**config.mk**
```make
export PLATFORM = sky130hd
export DESIGN_NAME = pixel_stream_packer
export DESIGN_NICKNAME = d
export VERILOG_FILES = /design/src/rtl/video_stream_pkg.sv /design/src/rtl/pixel_stream_packer_out_reg.sv /design/src/rtl/pixel_stream_packer.sv
export SDC_FILE = /design/constraint.sdc
export NUM_CORES = 1
export LEC_CHECK = 0
export ABC_AREA = 1
export CAP_MARGIN = 20
export CORE_ASPECT_RATIO = 1.75
export CORE_UTILIZATION = 37
export CTS_CLUSTER_DIAMETER = 100
export DETAILED_ROUTE_END_ITERATION = 10
export GPL_TIMING_DRIVEN = 1
export PLACE_DENSITY = 0.62
export SLEW_MARGIN = 40
export SYNTH_ARGS = -nofsm -noshare
export SYNTH_HDL_FRONTEND = slang
export SYNTH_SLANG_ARGS = --single-unit
```
**constraint.sdc**
```tcl
create_clock -name out_stream_aclk -period 2.1 [get_ports out_stream_aclk]
set_input_delay 0.21 -clock out_stream_aclk [delete_from_list [all_inputs] [get_ports out_stream_aclk]]
set_output_delay 0.21 -clock out_stream_aclk [all_outputs]
set_load 0.02 [all_outputs]
```
**src/rtl/video_stream_pkg.sv**
```systemverilog
// Shared video stream types and constants.
// Pixel/word widths, default raster size, packer phase.
package video_stream_pkg;

  localparam int PIXEL_W      = 24;
  localparam int WORD_W       = 32;
  localparam int X_PIXELS_DEF = 640;
  localparam int Y_SIZE_DEF   = 480;

  localparam logic [3:0] TKEEP = 4'hF;

  typedef enum logic [1:0] {
    PH0,
    PH1,
    PH2,
    PH3
  } phase_t;

endpackage

```
**src/rtl/pixel_stream_packer_out_reg.sv**
```systemverilog
// AXI-Stream output register: data, user, last.
// Holds its contents until the sink takes them.
import video_stream_pkg::*;

module axis_out_reg (
  input  logic              clk,
  input  logic              rst,
  input  logic              load,
  input  logic [WORD_W-1:0] ld_data,
  input  logic              ld_user,
  input  logic              ld_last,
  input  logic              tready,
  output logic              tvalid,
  output logic [WORD_W-1:0] tdata,
  output logic              tuser,
  output logic              tlast
);

  // load new word, or drop valid once the sink has taken it
  always_ff @(posedge clk or posedge rst) begin
    if (rst) begin
      tvalid <= 1'b0;
      tdata  <= '0;
      tuser  <= 1'b0;
      tlast  <= 1'b0;
    end else if (load) begin
      tvalid <= 1'b1;
      tdata  <= ld_data;
      tuser  <= ld_user;
      tlast  <= ld_last;
    end else if (tready) begin
      tvalid <= 1'b0;
    end
  end

endmodule

```
**src/rtl/pixel_stream_packer.sv**
```systemverilog
// Packs 24-bit pixels into 32-bit words (4 px -> 3 words)
// and tags frame start (tuser) and line end (tlast).
import video_stream_pkg::*;

module pixel_stream_packer #(
  parameter int X_PIXELS = X_PIXELS_DEF,
  parameter int Y_SIZE   = Y_SIZE_DEF
) (
  input  logic        out_stream_aclk,
  input  logic        periph_reset,
  input  logic [23:0] in_pixel_tdata,
  input  logic        in_pixel_tvalid,
  input  logic        in_pixel_tuser,
  output logic        in_pixel_tready,
  output logic [31:0] out_stream_tdata,
  output logic [3:0]  out_stream_tkeep,
  output logic        out_stream_tvalid,
  input  logic        out_stream_tready,
  output logic        out_stream_tuser,
  output logic        out_stream_tlast
);

  localparam int X_WORDS = X_PIXELS * 3 / 4;
  localparam int XW = (X_WORDS > 1) ? $clog2(X_WORDS) : 1;
  localparam int YW = (Y_SIZE > 1) ? $clog2(Y_SIZE) : 1;
  localparam logic [XW-1:0] XLAST = XW'(X_WORDS - 1);
  localparam logic [YW-1:0] YLAST = YW'(Y_SIZE - 1);

  phase_t        phase, phase_n, ph_e;
  logic [23:0]   res, res_n;
  logic [XW-1:0] x, x_n, x_e;
  logic [YW-1:0] y, y_n, y_e;

  logic          accept;
  logic          load;
  logic [31:0]   ld_data;
  logic          ld_user;
  logic          ld_last;
  logic [23:0]   p;

  assign p = in_pixel_tdata;
  assign out_stream_tkeep = TKEEP;

  // phase 0 never emits, so it can always take a pixel
  assign in_pixel_tready = (phase == PH0)
                        || !out_stream_tvalid
                        || out_stream_tready;

  assign accept = in_pixel_tvalid && in_pixel_tready;

  // next group state, word assembly and raster position
  always_comb begin
    ph_e    = in_pixel_tuser ? PH0 : phase;
    x_e     = in_pixel_tuser ? '0 : x;
    y_e     = in_pixel_tuser ? '0 : y;
    phase_n = phase;
    res_n   = res;
    x_n     = x;
    y_n     = y;
    load    = 1'b0;
    ld_data = '0;
    ld_user = 1'b0;
    ld_last = 1'b0;
    if (accept) begin
      x_n = x_e;
      y_n = y_e;
      unique case (ph_e)
        PH0: begin
          res_n   = p;
          phase_n = PH1;
        end
        PH1: begin
          load    = 1'b1;
          ld_data = {p[7:0], res};
          res_n   = {8'h00, p[23:8]};
          phase_n = PH2;
        end
        PH2: begin
          load    = 1'b1;
          ld_data = {p[15:0], res[15:0]};
          res_n   = {16'h0000, p[23:16]};
          phase_n = PH3;
        end
        PH3: begin
          load    = 1'b1;
          ld_data = {p, res[7:0]};
          res_n   = '0;
          phase_n = PH0;
        end
      endcase
      if (load) begin
        ld_user = (x_e == '0) && (y_e == '0);
        ld_last = (x_e == XLAST);
        if (x_e == XLAST) begin
          x_n = '0;
          y_n = (y_e == YLAST) ? '0 : y_e + YW'(1);
        end else begin
          x_n = x_e + XW'(1);
        end
      end
    end
  end

  // group phase, residual bytes and word position
  always_ff @(posedge out_stream_aclk or posedge periph_reset) begin
    if (periph_reset) begin
      phase <= PH0;
      res   <= '0;
      x     <= '0;
      y     <= '0;
    end else begin
      phase <= phase_n;
      res   <= res_n;
      x     <= x_n;
      y     <= y_n;
    end
  end

  axis_out_reg u_out (
    .clk     (out_stream_aclk),
    .rst     (periph_reset),
    .load    (load),
    .ld_data (ld_data),
    .ld_user (ld_user),
    .ld_last (ld_last),
    .tready  (out_stream_tready),
    .tvalid  (out_stream_tvalid),
    .tdata   (out_stream_tdata),
    .tuser   (out_stream_tuser),
    .tlast   (out_stream_tlast)
  );

endmodule

```
==> impl_metrics.env <==
export IMPL_outcome="finished, violations left"
export IMPL_violations="design-rule violations"
export IMPL_placed_cell_area_mm2=0.00536
export IMPL_layout_nets=671
export IMPL_die_w_um=84.3
export IMPL_hold_viol_final=0
export IMPL_syn_inst=556
export IMPL_cts_setup_buffers=0
export IMPL_p_seq_frac=0.374
export IMPL_io_pins=69
export IMPL_required_ps=1890
export IMPL_power_frac_comb=0.355
export IMPL_max_freq_mhz=545
export IMPL_synth_top_cell_area_share=0.451
export IMPL_synth_ff_type="dfrtp_1"
export IMPL_hold_class="in2async"
export IMPL_p_sw_mw=1.95
export IMPL_via_per_inst=5.18
export IMPL_crit_fanout=3
export IMPL_powerDensity_mw_per_mm2=1010
export IMPL_crit_arrival_ps=1630
export IMPL_drt_total_wl_um=11900
export IMPL_drc=5
export IMPL_synth_largest_area_cell="dfrtp_1"
export IMPL_fin_area_mm2=0.00564
export IMPL_fin_skew_ps=4.38
export IMPL_hpwlAfterDp_um=8840
export IMPL_crit_path_start="phase[0]$_DFFE_PP0P_"
export IMPL_rsz0062_at_grt="no"
export IMPL_layout_drive_gt1_share=0.128
export IMPL_async_flop_share=1.00
export IMPL_grt_usage=0.207
export IMPL_gp_congestion=0.888
export IMPL_syn_cell_area_mm2=0.00439
export IMPL_vias=4018
export IMPL_p_total_mw=5.72
export IMPL_p_clk_frac=0.271
export IMPL_gr_total_overflow=0
export IMPL_die_y_um=146
export IMPL_row_count=52
export IMPL_portBuffers=64
export IMPL_diodes=0
export IMPL_total_leakage_power_nw=2.64
export IMPL_critPathCaptureType="output pin"
export IMPL_dieArea_mm2=0.0123
export IMPL_drtIter0Drc=265
export IMPL_clk_pin_slew_ps=60
export IMPL_first_pass_iters=10
export IMPL_swShare=0.341
export IMPL_fin_crit_sh=0.874
export IMPL_ys_ff_latch=79
export IMPL_avgSynthCellArea_um2=7.89
export IMPL_stdcell_count=775
export IMPL_cts_sinks=79
export IMPL_p_int_mw=3.77
export IMPL_start_kind="register"
export IMPL_clk_latency_ps=330
export IMPL_ant_nets=0
export IMPL_ys_warn_count=0
export IMPL_area_growth_syn_to_layout_pct=28.6
export IMPL_slew_viol_final=0
export IMPL_design_core_area_mm2=0.0116
export IMPL_cts_root_buf="clkbuf_16"
export IMPL_peakVddDrop_v=0.000421
export IMPL_yosysMostFrequentCell="nand2_1"
export IMPL_grt_pass1_vias=4025
export IMPL_initial_core_util=0.379
export IMPL_dp_cells=761
export IMPL_synthTopCellsByArea="dfrtp_1 45%, nand2_1 13%, o21ai_0 8.1%, inv_1 4.6%, nand3_1 3.1%"
export IMPL_cts_buffer_depth=2
export IMPL_grt_pass1_wl_um=19900
export IMPL_period_needed_ps=1840
export IMPL_reg2reg_from="phase[0]$_DFFE_PP0P_"
export IMPL_grt_max_degree=54
export IMPL_synth_edf_count=0
export IMPL_htreeDepth=3
export IMPL_criticalPathCategory="reg2out"
export IMPL_tritoncts="built"
export IMPL_synth_seq_area_share=0.451
export IMPL_hold_buffers=0
export IMPL_synth_common_cells="157 x nand2_1, 79 x dfrtp_1, 71 x o21ai_0"
export IMPL_cts_buffers=9
export IMPL_cts_resized=0
export IMPL_setup_violations=0
export IMPL_yosysUniqueCellTypes=35
export IMPL_maxCapViolCount=0
export IMPL_antenna_found_initial=0
export IMPL_drt_wirelength_per_cell_um=15.3
[routing by layer]
metal,vias up,part of all wire,wire [um],GRT usage
met5,-,0,0,0
met4,0,0.021,247,0.0733
met3,23,0.034,407,0.0373
met2,94,0.55,6540,0.394
met1,1921,0.39,4660,0.226
li1,1980,-,-,-
[critical path, stage by stage, from the launching register on]
cell             delay, ps
dfrtp_1                380
inv_1                   80
nand2_1                 70
nand3_2                130
clkdlybuf4s50_1        630
[registers in the layout (all words and copies together) (netlist names)]
register	flops
x	9
phase	2
res	24
u_out.tdata	32
u_out.tlast	1
u_out.tuser	1
u_out.tvalid	1
y	9
[through the flow]
| stage | hold WS (ps) | setup TNS [ps] | setup WS [ps] | utilization |
|---|---|---|---|---|
| after floorplan | 362 | 0 | 462 | - |
| after global placement | 465 | -16.3 | -6.77 | 0.462 |
| after detailed placement | 470 | -361 | -46.1 | 0.462 |
| after CTS | 238 | 0 | 241 | 0.487 |
| after global routing | 259 | 0 | 87.6 | 0.487 |
| final | 223 | 0 | 264 | 0.487 |
[final cells by class]
type | count | area [um^2]
clock buffer | 10 | 239
clock inverter | 4 | 47.5
fill | 1120 | 5940
inverter | 59 | 228
multi-input combinational | 393 | 2030
sequential | 79 | 1980
tap | 135 | 169
timing repair buffer | 95 | 948
[layout by cell type, fill, tap and decap left out, drive strengths merged]
master,n
o21ai,80
nor2,36
clkdlybuf4s50,64
a41oi,2
mux2,6
o31ai,4
o21bai,1
xor2,1
conb,4
a21oi,22
bufinv,1
clkinvlp,2
dfrtp,79
inv,58
ha,5
nor3,3
nand2,167
buf,31
nand3,30
o21a,6
clkbuf,10
a22oi,4
clkinv,2
o22ai,6
nand4,16
[worst paths after layout]
kind | end | slack (ps) | depth (start not counted)
max | in_pixel_tready | 260 | 4
min | u_out.tdata[28]$_DFFE_PP0P_ | 220 | 2
max reg2reg | y[8]$_DFFE_PP0P_ | 290 | 11
min reg2reg | u_out.tuser$_DFFE_PP0P_ | 480 | 2
max in group asynchronous | x[8]$_DFFE_PP0P_ | 1260 | 3
min in group out_stream_aclk | u_out.tuser$_DFFE_PP0P_ | 480 | 2
[power by group through the flow]
stage	Combinational [mW]	Clock (mW)	Sequential (mW)
floorplan	0.819	0	2.43
global placement	2.04	0	2.15
detailed placement	2.05	0	2.16
CTS	2.06	1.57	2.14
global route	2.23	1.65	2.19
finish	2.03	1.55	2.14
[logic make-up after synthesis]
kind of cell / Yosys count / share of synthesized area
DFF: 79 / 0.451
AOI/OAI and AO/OA: 125 / 0.155
other: 1 / 0.000855
and+or+nand+nor: 252 / 0.274
buffers and inverters: 87 / 0.0884
xor gates and xnor gates: 1 / 0.00200
muxes: 6 / 0.0154
adders and majority gates: 5 / 0.0143
Power figures use the tool's default switching activity.
